### config.mk
export PLATFORM = sky130hd
export DESIGN_NAME = regfile_mp
export DESIGN_NICKNAME = d
export VERILOG_FILES = /design/src/rtl/regfile_pkg.sv /design/src/rtl/regfile_rd_port.sv /design/src/rtl/regfile_mp.sv
export SDC_FILE = /design/constraint.sdc
export NUM_CORES = 1
export LEC_CHECK = 0
export ABC_CLOCK_PERIOD_IN_PS = 2000
export BUFFER_PORTS_ARGS = -buffer_cell sky130_fd_sc_hd__buf_2
export CAP_MARGIN = 0
export CORE_UTILIZATION = 50
export DETAILED_ROUTE_END_ITERATION = 10
export PLACE_DENSITY = 0.73
export SLEW_MARGIN = 20
export SYNTH_ARGS = -nofsm -noshare
export SYNTH_HDL_FRONTEND = slang
export SYNTH_SLANG_ARGS = --single-unit
### constraint.sdc
create_clock -name clk -period 2 [get_ports clk]
set_input_delay 0.3 -clock clk [delete_from_list [all_inputs] [get_ports clk]]
set_output_delay 0.3 -clock clk [all_outputs]
set_load 0.005 [all_outputs]
### src/rtl/regfile_pkg.sv
// regfile_pkg: shared state encoding, address-width helper and byte-lane merge for regfile_mp.
package regfile_pkg;
    typedef enum logic {IDLE, SWEEP} state_t;
    localparam int MAX_WIDTH = 1024;
    localparam int MAX_BYTES = MAX_WIDTH / 8;
    function automatic int addr_width(input int depth);
        return (depth < 2) ? 1 : $clog2(depth);
    endfunction
    // Callers zero-extend into MAX_WIDTH and truncate the result back to their entry width.
    function automatic logic [MAX_WIDTH-1:0] merge_be(
        input logic [MAX_WIDTH-1:0] old_v,
        input logic [MAX_WIDTH-1:0] new_v,
        input logic [MAX_BYTES-1:0] be
    );
        logic [MAX_WIDTH-1:0] res;
        for (int i = 0; i < MAX_BYTES; i++)
            res[8*i +: 8] = be[i] ? new_v[8*i +: 8] : old_v[8*i +: 8];
        return res;
    endfunction
endpackage

### src/rtl/regfile_rd_port.sv
// regfile_rd_port: one registered read port with hold-on-idle; REGFILE_BYPASS_EN adds
// same-cycle write forwarding and sweep-zero forwarding.
module regfile_rd_port
    import regfile_pkg::*;
#(
    parameter int WIDTH = 32,
    parameter int DEPTH = 8,
    parameter int AW    = 3
) (
    input  logic                   clk,
    input  logic                   reset,
    input  logic                   en,
    input  logic [AW-1:0]          addr,
    input  logic [DEPTH*WIDTH-1:0] mem_flat,
`ifdef REGFILE_BYPASS_EN
    input  logic                   wr_fire,
    input  logic [AW-1:0]          wr_addr,
    input  logic [WIDTH/8-1:0]     wr_be,
    input  logic [WIDTH-1:0]       wr_data,
    input  logic                   sweep,
    input  logic [AW-1:0]          ptr,
`endif
    output logic [WIDTH-1:0]       data
);
    logic [WIDTH-1:0] entry, next_val;
    assign entry = mem_flat[addr*WIDTH +: WIDTH];
`ifdef REGFILE_BYPASS_EN
    // The entry being swept this cycle is zero after the edge, so forward zero.
    always_comb
        next_val = (sweep && ptr == addr) ? '0 :
                   (wr_fire && wr_addr == addr) ?
                   WIDTH'(merge_be(MAX_WIDTH'(entry), MAX_WIDTH'(wr_data), MAX_BYTES'(wr_be))) :
                   entry;
`else
    assign next_val = entry;
`endif
    always_ff @(posedge clk) begin
        if (reset)
            data <= '0;
        else if (en)
            data <= next_val;
    end
endmodule

### src/rtl/regfile_mp.sv
// regfile_mp: DEPTH x WIDTH register file, one byte-masked write port, NRD registered read
// ports and a one-entry-per-cycle clear sweep; REGFILE_BYPASS_EN enables read forwarding.
module regfile_mp
    import regfile_pkg::*;
#(
    parameter  int WIDTH = 32,
    parameter  int DEPTH = 8,
    parameter  int NRD   = 2,
    localparam int AW    = addr_width(DEPTH)
) (
    input  logic                   clk,
    input  logic                   reset,
    input  logic                   wr_en,
    input  logic [AW-1:0]          wr_addr,
    input  logic [WIDTH/8-1:0]     wr_be,
    input  logic [WIDTH-1:0]       wr_data,
    output logic                   wr_ready,
    input  logic [NRD-1:0]         rd_en,
    input  logic [NRD*AW-1:0]      rd_addr,
    output logic [NRD*WIDTH-1:0]   rd_data,
    input  logic                   clr_req,
    output logic                   busy,
    output logic                   clr_done
);
    state_t state, state_nx;
    logic [AW-1:0] ptr;
    logic [WIDTH-1:0] mem [DEPTH];
    logic [DEPTH*WIDTH-1:0] mem_flat;
    logic sweep, wr_fire;

    assign sweep    = state == SWEEP;
    assign busy     = sweep;
    assign wr_ready = !sweep;
    assign clr_done = sweep && ptr == AW'(DEPTH - 1);
    assign wr_fire  = wr_en && wr_ready;

    always_comb
        state_nx = sweep ? (clr_done ? IDLE : SWEEP) : (clr_req ? SWEEP : IDLE);

    always_ff @(posedge clk) begin
        if (reset)
            state <= IDLE;
        else
            state <= state_nx;
    end

    // ptr rests at 0 in IDLE, so a new sweep always starts from entry 0.
    always_ff @(posedge clk) begin
        if (reset || !sweep)
            ptr <= '0;
        else
            ptr <= ptr + AW'(1);
    end

    always_ff @(posedge clk) begin
        if (reset) begin
            for (int i = 0; i < DEPTH; i++)
                mem[i] <= '0;
        end else if (sweep)
            mem[ptr] <= '0;
        else if (wr_fire)
            mem[wr_addr] <= WIDTH'(merge_be(MAX_WIDTH'(mem[wr_addr]), MAX_WIDTH'(wr_data),
                                            MAX_BYTES'(wr_be)));
    end

    for (genvar i = 0; i < DEPTH; i++) begin : g_flat
        assign mem_flat[i*WIDTH +: WIDTH] = mem[i];
    end

    for (genvar p = 0; p < NRD; p++) begin : g_rd
        regfile_rd_port #(.WIDTH(WIDTH), .DEPTH(DEPTH), .AW(AW)) u_rd (
            .clk      (clk),
            .reset    (reset),
            .en       (rd_en[p]),
            .addr     (rd_addr[p*AW +: AW]),
            .mem_flat (mem_flat),
`ifdef REGFILE_BYPASS_EN
            .wr_fire  (wr_fire),
            .wr_addr  (wr_addr),
            .wr_be    (wr_be),
            .wr_data  (wr_data),
            .sweep    (sweep),
            .ptr      (ptr),
`endif
            .data     (rd_data[p*WIDTH +: WIDTH])
        );
    end
endmodule

==> run summary, run 1 <==
========================================================================================
Status                                                                      complete, no violations
Maximum frequency from static timing analysis                                  513.5 MHz
Element type at the critical path start                                             flop
DIE AREA                                                                       32970 um2
Number of warnings reported in the yosys synthesis log                                 0
Violation count after the first detailed-route iteration                            1102
Crit path buf inv count                                                                2
Critical path capture point                                                     clr_done
Worst Setup Slack post-DPL                                                     -282.1 ps
Worst path cell trace                                                       buf_6 > ha_1 > ha_1 > and2_1 > buf_2
Primary FF master, synth                                                        edfxtp_1
Area share of the largest cell type after synthesis                               47.67%
Number of placed cells counting well taps                                           1853
Worst reg2reg path endpoint                                                    mem[5][3]
Total CTS buffers                                                                     36
Core Footprint                                                                 31640 um2
Endpoints failing setup                                                                0
Main combinational cell family by area after synthesis                      multiplexers
Input/output buffers                                                                 117
Layout Cells excl Fill                                                              1915
XOR/XNOR share of the synthesized area                                                0%
Power density relative to cell area                                         834.5 nW/um2
Actual transition at the worst max-transition pin                                1150 ps
Setup repair bufs after CTS                                                            0
Initial antenna violation count                                                        0
Worst reg2reg setup slack                                                          50 ps
Final Critical Period                                                            1948 ps
Sort of element at the end of the critical path                               output pin
Netlist cell types                                                                    31
Routability congestion estimate from global placement                             0.8444
Netlist Area Pre-Place                                                         16130 um2
Number of buffers inserted by hold repair at cts                                       0
Final non-filler cell area                                                     19420 um2
Data required time at the worst endpoint                                         1700 ps
Nets                                                                                1542
FF+latch count, synth                                                                324
Layout overhead on the synthesized area                                           20.41%
Async set or reset register ratio after synthesis                                     0%
Biggest area consumer among synthesized cells                                   edfxtp_1
Post-Synthesis Cells                                                                1335
Peak ir drop on the vdd network                                                0.5266 mV
Hold Fails Final Rpt                                                                   0
Global routing usage summed across all routing layers                             26.99%
Data arrival time of the worst path                                              1650 ps
Period utilisation layout                                                         97.38%
Buffer levels on the longest clock path                                                3
Depth of the worst register-to-register path                                           7
Category of cells accounting for the largest share of critical-path delay    adder cells
Total Negative Setup Slacks                                                         0 ps
Final core utilization                                                            61.38%
Overflow left after global routing                                                     0
Count of standard-cell rows                                                           65
Number of iterations in the first detailed-routing pass                                5
Post-synth EDFFs                                                                     256
Clock-pin transition on the worst setup and hold timing paths                      60 ps
Cell with the largest stage delay on the worst path                              dfxtp_1
Largest net degree at the start of global routing                                     65
Share of cells above drive strength 1                                             31.53%
Initial Util                                                                      50.97%
Post-place instance area                                                       18240 um2
Latest clock arrival within the worst-skew pair                                   520 ps
CTS H-Tree Depth                                                                       2
Synth Area per Inst                                                            12.08 um2
Clock root buffer                                                              clkbuf_16
Adder and majority gate portion of the synthesized area                          0.1552%
Multiplexer fraction of the synthesized cell area                                 17.41%
Final slew viol count                                                                  0
Number of sinks on the clock net                                                     324
Detailed-route wire length                                                      44140 um
Number of vias in the routed layout                                                11730
Fraction of the mapped netlist area in compound gates                             12.82%
Commonest cells in the netlist                                              nor2_1, edfxtp_1, mux2i_1, mux2_2
Detail-routed net length per standard cell                                      23.05 um
Most prevalent standard cell on the critical path                                   ha_1
Fraction of the mapped netlist area in simple logic gates                         10.09%
Clock skew after layout                                                         12.20 ps
Clock tree from TritonCTS                                                          built
Number of cells on the critical path                                                   5
Vias in the first global route                                                     11870
Die Span X                                                                      181.6 um
Static leakage                                                                  7.532 nW
Height of the die                                                               181.6 um
Type of the worst setup path                                                flop to output pin
Max incr delay on CP                                                              320 ps
Max-cap viol count                                                                     0
Top fanout value on the critical path                                                  9
Number of vias per cell                                                            6.124
First-pass GRT wire length                                                      68200 um
Top-level port count                                                                 118
Slack of the critical path                                                      52.48 ps
Reg-to-reg critical path startpoint                                                 busy
Number of nets produced by synthesis                                                1388
Max-slew headroom                                                                 22.99%
RSZ-0062 raised after global routing                                                  no
Number of nets with antenna violations after detailed routing                          0
DRC violation count after routing                                                      0
Dominant cell by count in the synthesized netlist                                 nor2_1
Antenna diode count                                                                    0
Launching element of the worst setup path                                         ptr[0]
Top cells by area, synth                                                    edfxtp_1, mux2_2, dfxtp_1, mux2i_1, nor2_1
Worst hold path class                                                       primary input to flop
Detailed-placement wirelength estimate                                          29480 um
Seq/Total Area, Yosys                                                             56.11%
========================================================================================
[state kept, by name, indices dropped and copies added (netlist names)]
name,flops
g_rd.u_rd.data,64
mem,256
busy,1
ptr,3
[report_power, final]
| part | switching (W) | internal (W) | total [W] |
|---|---|---|---|
| clock network | 0.00263 | 0.00370 | 0.00632 |
| registers | 0.000174 | 0.00758 | 0.00775 |
| logic | 0.00116 | 0.000965 | 0.00213 |
| total | 0.00396 | 0.0122 | 0.0162 |
[routing by layer]
| metal | track usage, % | up-vias | wire length, um |
|---|---|---|---|
| li1 | - | 5305 | - |
| met1 | 36.50 | 5799 | 18550 |
| met2 | 43.52 | 526 | 20700 |
| met3 | 4.934 | 97 | 3525 |
| met4 | 9.763 | 0 | 1363 |
| met5 | 0 | - | 0 |
[cell families (layout without fill, tap and decap cells)]
family,after synthesis,after routing
flops,324,324
fa+ha+maj,2,2
mux,264,264
buf+inv,108,286
simple gates,408,408
compound gates,229,229
[worst min-delay path: cells and delay by family]
family / cells / cell delay [ps]
buf+inv: 2 / 340
simple gates: 1 / 60
[cells in the final DEF, fill, tap and decap left out, types with 56 or more instances in the layout]
cell | synthesis | layout
dfxtp_1 | 68 | 68
buf_12 | 0 | 60
o22ai_1 | 64 | 64
buf_2 | 4 | 114
mux2i_1 | 135 | 132
mux2_2 | 128 | 128
nor2_1 | 331 | 329
a211oi_2 | 56 | 56
edfxtp_1 | 256 | 256
a221o_1 | 64 | 64
[layout make-up]
class / count / area, um2
Fill cell: 2447 / 12220
Sequential cell: 324 / 9049
Multi-Input combinational cell: 903 / 6594
Timing Repair Buffer: 223 / 2155
Clock buffer: 50 / 1025
Tap cell: 402 / 503.0
Clock inverter: 12 / 88.84
Inverter: 1 / 3.754
[worst min path at each step]
stage | start | to | slack, ps | cells after the start
5_1_grt | clr_req | busy | 230 | 3
6_report | reset | ptr[0] | 240 | 3
3_5_place_dp | g_rd[1].u_rd.data[1] | g_rd[1].u_rd.data[1] | 480 | 2
3_3_place_gp | g_rd[0].u_rd.data[20] | g_rd[0].u_rd.data[20] | 480 | 2
4_1_cts | reset | g_rd[1].u_rd.data[20] | 210 | 3
2_1_floorplan | clr_req | busy | 440 | 2
[timing repair]
item | in CTS | in global routing
resized for setup | 9 | 7
endpoints found under the setup margin | 184 | 240
gates cloned | 0 | 0
endpoints found under the hold margin | 0 | 0
pin swaps | 0 | 1
[per-stage QoR]
| step | power (W) | hold slack [ps] |
|---|---|---|
| floorplan | 0.009081 | 442.7 |
| global placement | 0.009923 | 478.2 |
| detailed placement | 0.009978 | 478.0 |
| CTS | 0.01625 | 208.1 |
| global route | 0.01671 | 231.6 |
| finish | 0.01620 | 238.2 |
(Power assumes the default switching activity.)
==> run 2: changes to the inputs <==
--- a/config.mk
+++ b/config.mk
@@ -6,4 +6,5 @@
 export NUM_CORES = 1
 export LEC_CHECK = 0
+export ABC_AREA = 1
 export ABC_CLOCK_PERIOD_IN_PS = 2000
 export BUFFER_PORTS_ARGS = -buffer_cell sky130_fd_sc_hd__buf_2
==> constraint.sdc (replaced) <==
create_clock -name clk -period 2 [get_ports clk]
set_input_delay 0.3 -clock clk [delete_from_list [all_inputs] [get_ports clk]]
set_output_delay 0.3 -clock clk [all_outputs]
set_load 0.02 [all_outputs]
==> run summary, run 2 <==
========================================================================================
Status                                                                      complete, no violations
Data required time at the worst endpoint                                         2370 ps   +670 ps
Post-synth EDFFs                                                                     256   unchanged
Part of the power in registers                                                     47.2%   -0.7 points
Initial Util                                                                      51.34%   +0.37 points
Final slew viol count                                                                  0   unchanged
Number of vias in the routed layout                                                14190   +21%
Netlist cell types                                                                    27   -13%
Share of cells above drive strength 1                                             17.50%   -14 points
Worst Setup Slack post-DPL                                                     -43.98 ps   +238.1 ps
Max-slew headroom                                                                 62.22%   +39 points
Endpoints failing setup                                                                0   unchanged
Max FFs per register                                                                 256   unchanged
Type of the worst setup path                                                flop to flop
Layout Cells excl Fill                                                              2435   +27%
Maximum frequency from static timing analysis                                  523.7 MHz   +2.0%
Clock tree from TritonCTS                                                          built
Met2 Use GR                                                                       45.65%   +2.1 points
Initial antenna violation count                                                        0   unchanged
Power Total                                                                    0.01639 W   +1.1%
FF+latch count, synth                                                                324   unchanged
Clock-pin transition on the worst setup and hold timing paths                      60 ps   about the same
Biggest register                                                                     mem
Overflow left after global routing                                                     0   unchanged
Number of sinks on the clock net                                                     324   unchanged
Crit path buf inv count                                                                1   -1
CTS H-Tree Depth                                                                       2   unchanged
Top cells by area, synth                                                    edfxtp_1, o21ai_0, a21oi_1, dfxtp_1, nor2_1
Max incr delay on CP                                                              400 ps   +80 ps
Number of placed cells counting well taps                                           2371   +28%
Power density relative to cell area                                         846.2 nW/um2   +1.4%
Count of standard-cell rows                                                           65   unchanged
RSZ-0062 raised after global routing                                                 yes
Element type at the critical path start                                             flop
DRC violation count after routing                                                      0   unchanged
Number of vias per cell                                                            5.829   -4.8%
Post-Synthesis Cells                                                                1816   +36%
Top fanout value on the critical path                                                 32   +23
Primary FF master, synth                                                        edfxtp_1
Clock root buffer                                                              clkbuf_16
Final Critical Period                                                            1910 ps   -38.01 ps
DIE AREA                                                                       33380 um2   +1.2%
Height of the die                                                               182.7 um   +0.61%
Number of buffers inserted by hold repair at cts                                       0   unchanged
Net switching power                                                           0.004324 W   +9.1%
Vias in the first global route                                                     13210   +11%
Largest regs                                                                mem (256), g_rd.u_rd.data (64), ptr (3)
Core Footprint                                                                 31800 um2   +0.51%
Category of cells accounting for the largest share of critical-path delay   simple AND/OR/NAND/NOR gates
Proportion of total power due to net switching                                    26.38%   +1.9 points
Die Span X                                                                      182.7 um   +0.61%
Detailed-placement wirelength estimate                                          33380 um   +13%
Worst path cell trace                                                       nor2_4 > o211ai_4 > nand2_4 > buf_4 > nand2_1 > nor2_1
Launching element of the worst setup path                                           busy
Period utilisation layout                                                         95.48%   -1.9 points
Clock skew after layout                                                         26.76 ps   +14.56 ps
Combinational share of power                                                       13.9%   +0.8 points
Total CTS buffers                                                                     35   -2.8%
Reg-to-reg critical path startpoint                                                 busy
Leading cell types in the layout, fill and taps excluded                    o21ai_0, a21oi_1, nor2_1
Detailed-route wire length                                                      47460 um   +7.5%
Antenna diode count                                                                    0   unchanged
Area share of the largest cell type after synthesis                               47.09%   -0.58 points
Input/output buffers                                                                 117   unchanged
Violation count after the first detailed-route iteration                            1662   +51%
Seq/Total Area, Yosys                                                             55.43%   -0.69 points
Dominant cell by count in the synthesized netlist                                o21ai_0
Most common cell after layout, fill and taps aside                               o21ai_0
Biggest area consumer among synthesized cells                                   edfxtp_1
Data arrival time of the worst path                                              2280 ps   +630 ps
Number of iterations in the first detailed-routing pass                                8   +3
Cell with the largest stage delay on the worst path                              nand2_1
Async set or reset register ratio after synthesis                                     0%   unchanged
Buffer levels on the longest clock path                                                3   unchanged
Hold Fails Final Rpt                                                                   0   unchanged
Routability congestion estimate from global placement                             0.9279   +9.9%
Clock share of power                                                               38.8%   -0.2 points
Met1 Track Usage GR                                                               40.70%   +4.2 points
Latest clock arrival within the worst-skew pair                                   530 ps   about the same
Peak ir drop on the vdd network                                                0.5229 mV   -0.71%
Sort of element at the end of the critical path                                     flop
First-pass GRT wire length                                                      74240 um   +8.9%
Actual transition at the worst max-transition pin                               566.7 ps   -583.2 ps
Pint                                                                           0.01207 W   -1.4%
Number of warnings reported in the yosys synthesis log                                 0   unchanged
Layout overhead on the synthesized area                                           18.64%
Static leakage                                                                  7.491 nW   -0.53%
Nets                                                                                2026   +31%
Met3 demand-to-capacity share in global routing                                   4.650%   -0.28 points
Commonest cells in the netlist                                              o21ai_0, a21oi_1, nor2_1, edfxtp_1, nand2_1
Number of nets produced by synthesis                                                1869   +35%
Top-level port count                                                                 118   unchanged
Synth Area per Inst                                                            8.990 um2   -26%
Number of nets with antenna violations after detailed routing                          0   unchanged
Global routing usage summed across all routing layers                             28.74%   +1.7 points
Slack of the critical path                                                      90.49 ps   +38.01 ps
Worst hold path startpoint                                                       clr_req
GRT Max-Usage Layer                                                                 met2
Worst hold path class                                                       primary input to flop
Detail-routed net length per standard cell                                      19.49 um   -15%
Max-cap viol count                                                                     0   unchanged
Netlist Area Pre-Place                                                         16330 um2   +1.2%
Largest net degree at the start of global routing                                     98   +51%
========================================================================================
-- run 2: cell types whose count changed in the layout (fill, tap and decap cells not counted), moves of 128 or more --
cell     before  now
nand2_1      45  198
inv_1         1  138
a21oi_1       5  303
mux2_2      128    0
o21ai_0       0  321
mux2i_1     132    0
-- run 2: worst paths after layout --
kind / endpoint / slack, ps / depth (start not counted)
setup / recovery: mem[0][20] / 90 / 6
hold / removal: busy / 30 / 3
setup reg to reg: mem[0][20] / 90 / 6
hold reg to reg: ptr[0] / 470 / 1
-- run 2: repair_timing --
| item | CTS | global route |
|---|---|---|
| buffers inserted | 0 | 0 |
| resized for setup | 0 | 5 |
| setup endpoints to repair | 0 | 36 |
-- run 2: final cells by class --
cell class / instances / area, um2
Fill cell: 2673 / 12430
Sequential cell: 324 / 9050
Multi-Input combinational cell: 1221 / 6195
Timing Repair Buffer: 251 / 1926
Clock buffer: 45 / 944.7
Tap cell: 435 / 544.3
Inverter: 140 / 530.5
Clock inverter: 19 / 178.9
-- run 2: cell families (layout without fill, tap and decap cells) --
logic type / count (synthesis) / in the layout / share of synthesized area, %
adders and majority gates: 2 / 2 / 0.1533
buffers and inverters: 271 / 455 / 6.691
DFF: 324 / 324 / 55.43
and+or+nand+nor: 529 / 529 / 15.76
AOI/OAI and AO/OA: 690 / 690 / 21.97
-- run 2: per-stage QoR --
stage,cell area (um2),utilization (%),hold WS (ps),TNS (ps)
2_1_floorplan,16330,-,429.7,0
6_report,19370,60.91,28.62,0
3_3_place_gp,18230,57.33,453.6,0
4_1_cts,19350,60.87,23.54,0
5_1_grt,19370,60.91,79.74,-142.2
3_5_place_dp,18230,57.33,463.6,-433.0
-- run 2: worst min-delay path, delay by kind of cell --
family                 cells  cell delay, ps
AOI/OAI and AO/OA          1              60
buffers and inverters      1              70
and+or+nand+nor            1              70
-- run 2: routing by layer --
layer,vias up,part of all wire (%)
li1,6678,-
met1,6639,41
met2,769,46
met3,107,10
met4,0,2.5
met5,-,0
-- run 2: power by group through the flow --
stage | sequential, W | clock (W) | combinational, W
finish | 0.00774 | 0.00636 | 0.00229
global route | 0.00777 | 0.00669 | 0.00248
CTS | 0.00773 | 0.00643 | 0.00225
detailed placement | 0.00788 | 0 | 0.00224
global placement | 0.00786 | 0 | 0.00221
floorplan | 0.00795 | 0 | 0.00122
==> run 3: changes to the inputs <==
Settings changed: ABC_AREA 1 to unset.
==> run summary, run 3 (synthesis results as in run 1) <==
========================================================================================
Status                                                                      complete, no violations
Layout overhead on the synthesized area                                           20.45%
Clock tree from TritonCTS                                                          built
Number of iterations in the first detailed-routing pass                                6   -2
Top fanout value on the critical path                                                  9   -72%
Max incr delay on CP                                                              320 ps   -80 ps
Endpoints failing setup                                                                0   unchanged
Detailed-placement wirelength estimate                                          29480 um   -12%
Final Critical Period                                                            1950 ps   +40.64 ps
Number of vias in the routed layout                                                11810   -17%
Violation count after the first detailed-route iteration                            1064   -36%
Max FFs per register                                                                 256   unchanged
Most prevalent standard cell on the critical path                                   ha_1
Vias in the first global route                                                     11870   -10%
Detail-routed net length per standard cell                                      23.11 um   +19%
RSZ-0062 raised after global routing                                                  no
Sort of element at the end of the critical path                               output pin
Peak ir drop on the vdd network                                                0.5423 mV   +3.7%
Multi-input combinational cell area                                             6596 um2   +6.5%
Total of fill cells in the finished design                                          2445   -8.5%
Data required time at the worst endpoint                                         1700 ps   -670 ps
Initial antenna violation count                                                        0   unchanged
Hold Fails Final Rpt                                                                   0   unchanged
Number of cells on the critical path                                                   5   -1
Worst Setup Slack post-DPL                                                     -282.1 ps   -238.1 ps
Detailed-route wire length                                                      44260 um   -6.8%
Core Footprint                                                                 31640 um2   -0.51%
Worst hold path class                                                       primary input to flop
Final slew viol count                                                                  0   unchanged
Sequential cell area                                                            9049 um2   about the same
Type of the worst setup path                                                flop to output pin
Biggest register                                                                     mem
Initial Util                                                                      50.97%   -0.37 points
Clock root buffer                                                              clkbuf_16
Final core utilization                                                            61.39%   +0.48 points
Latest clock arrival within the worst-skew pair                                   510 ps   -20 ps
Total CTS buffers                                                                     36   +2.9%
Crit path buf inv count                                                                2   +1
Largest regs                                                                mem (256), g_rd.u_rd.data (64), ptr (3)
Share of cells above drive strength 1                                             31.59%   +14 points
Top-level port count                                                                 118   unchanged
Category of cells accounting for the largest share of critical-path delay    adder cells
Die Span X                                                                      181.6 um   -0.61%
Number of nets with antenna violations after detailed routing                          0   unchanged
Number of sinks on the clock net                                                     324   unchanged
Largest net degree at the start of global routing                                     65   -34%
Routability congestion estimate from global placement                             0.8444   -9.0%
Depth of the worst register-to-register path                                           7   +1
Most common cell after layout, fill and taps aside                                nor2_1
First-pass GRT wire length                                                      68200 um   -8.1%
Leading cell types in the layout, fill and taps excluded                    nor2_1, edfxtp_1, mux2i_1
WHS                                                                             239.2 ps   +210.6 ps
Global routing usage summed across all routing layers                             26.99%   -1.7 points
Maximum frequency from static timing analysis                                  512.8 MHz   -2.1%
Period utilisation layout                                                         97.51%   +2.0 points
CTS H-Tree Depth                                                                       2   unchanged
Number of vias per cell                                                            6.165   +5.8%
Max-cap viol count                                                                     0   unchanged
DRC violation count after routing                                                      0   unchanged
Slack of the critical path                                                      49.84 ps   -40.64 ps
Count of standard-cell rows                                                           65   unchanged
Antenna diode count                                                                    0   unchanged
Height of the die                                                               181.6 um   -0.61%
Max-slew headroom                                                                 21.74%   -40 points
Setup repair bufs after CTS                                                            0   unchanged
Worst path cell trace                                                       buf_6 > ha_1 > ha_1 > and2_4 > buf_4
Overflow left after global routing                                                     0   unchanged
Element type at the critical path start                                             flop
Clock-pin transition on the worst setup and hold timing paths                      60 ps   about the same
Clock skew after layout                                                         8.679 ps   -18.08 ps
Nets                                                                                1542   -24%
Input/output buffers                                                                 117   unchanged
DIE AREA                                                                       32970 um2   -1.2%
Buffer levels on the longest clock path                                                3   unchanged
Cell depth of the worst hold path                                                      3   unchanged
Power density relative to cell area                                         840.3 nW/um2   -0.70%
Data arrival time of the worst path                                              1650 ps   -630 ps
Static leakage                                                                  7.533 nW   +0.55%
Cell with the largest stage delay on the worst path                              dfxtp_1
Actual transition at the worst max-transition pin                                1169 ps   +601.9 ps
========================================================================================
-- run 3: worst paths after layout --
check | startpoint | endpoint | slack (ps)
worst max-delay path | ptr[0] | clr_done | 50
worst min-delay path | clr_req | busy | 240
worst max register to register | busy | mem[5][3] | 60
worst min register to register | g_rd[1].u_rd.data[1] | g_rd[1].u_rd.data[1] | 480
-- run 3: cell type report --
cell class	instances	share of cell area, %
Sequential cell	324	46.59
Multi-Input combinational cell	903	33.96
Timing Repair Buffer	223	11.11
Clock buffer	50	5.276
Tap cell	402	2.590
Clock inverter	12	0.4574
Inverter	1	0.01933
-- run 3: timing repair --
action | 4_1_cts | 5_1_grt
resized for setup | 9 | 9
gates cloned | 0 | 0
hold buffers | 0 | 0
endpoints found under the setup margin | 184 | 240
pin swaps | 0 | 1
-- run 3: power breakdown --
group | switching, W | total, W | internal (W)
Clock | 0.00262 | 0.00631 | 0.00370
Combinational | 0.00129 | 0.00225 | 0.000968
Sequential | 0.000174 | 0.00775 | 0.00758
Total | 0.00408 | 0.0163 | 0.0122
-- run 3: per-layer routing --
| metal | vias to the layer above | GRT usage (%) | part of all wire [%] |
|---|---|---|---|
| li1 | 5305 | - | - |
| met5 | - | 0 | 0 |
| met3 | 97 | 4.934 | 7.9 |
| met1 | 5864 | 36.50 | 42 |
| met4 | 0 | 9.763 | 3.1 |
| met2 | 540 | 43.52 | 47 |
-- run 3: metrics by stage --
step                      total power [W]  cells  TNS (ps)  cell area, um2
final                             0.01632   1915         0           19420
after global placement            0.01005   1853    -37940           18240
after global routing              0.01684   1915         0           19420
after floorplan                  0.009203   1335         0           16130
after CTS                         0.01637   1915         0           19380
after detailed placement          0.01010   1853    -47280           18240
-- run 3: tightest hold or removal path: stages --
cell and delay [ps]:
buf_2 110, a21oi_1 150, nor2_1 120
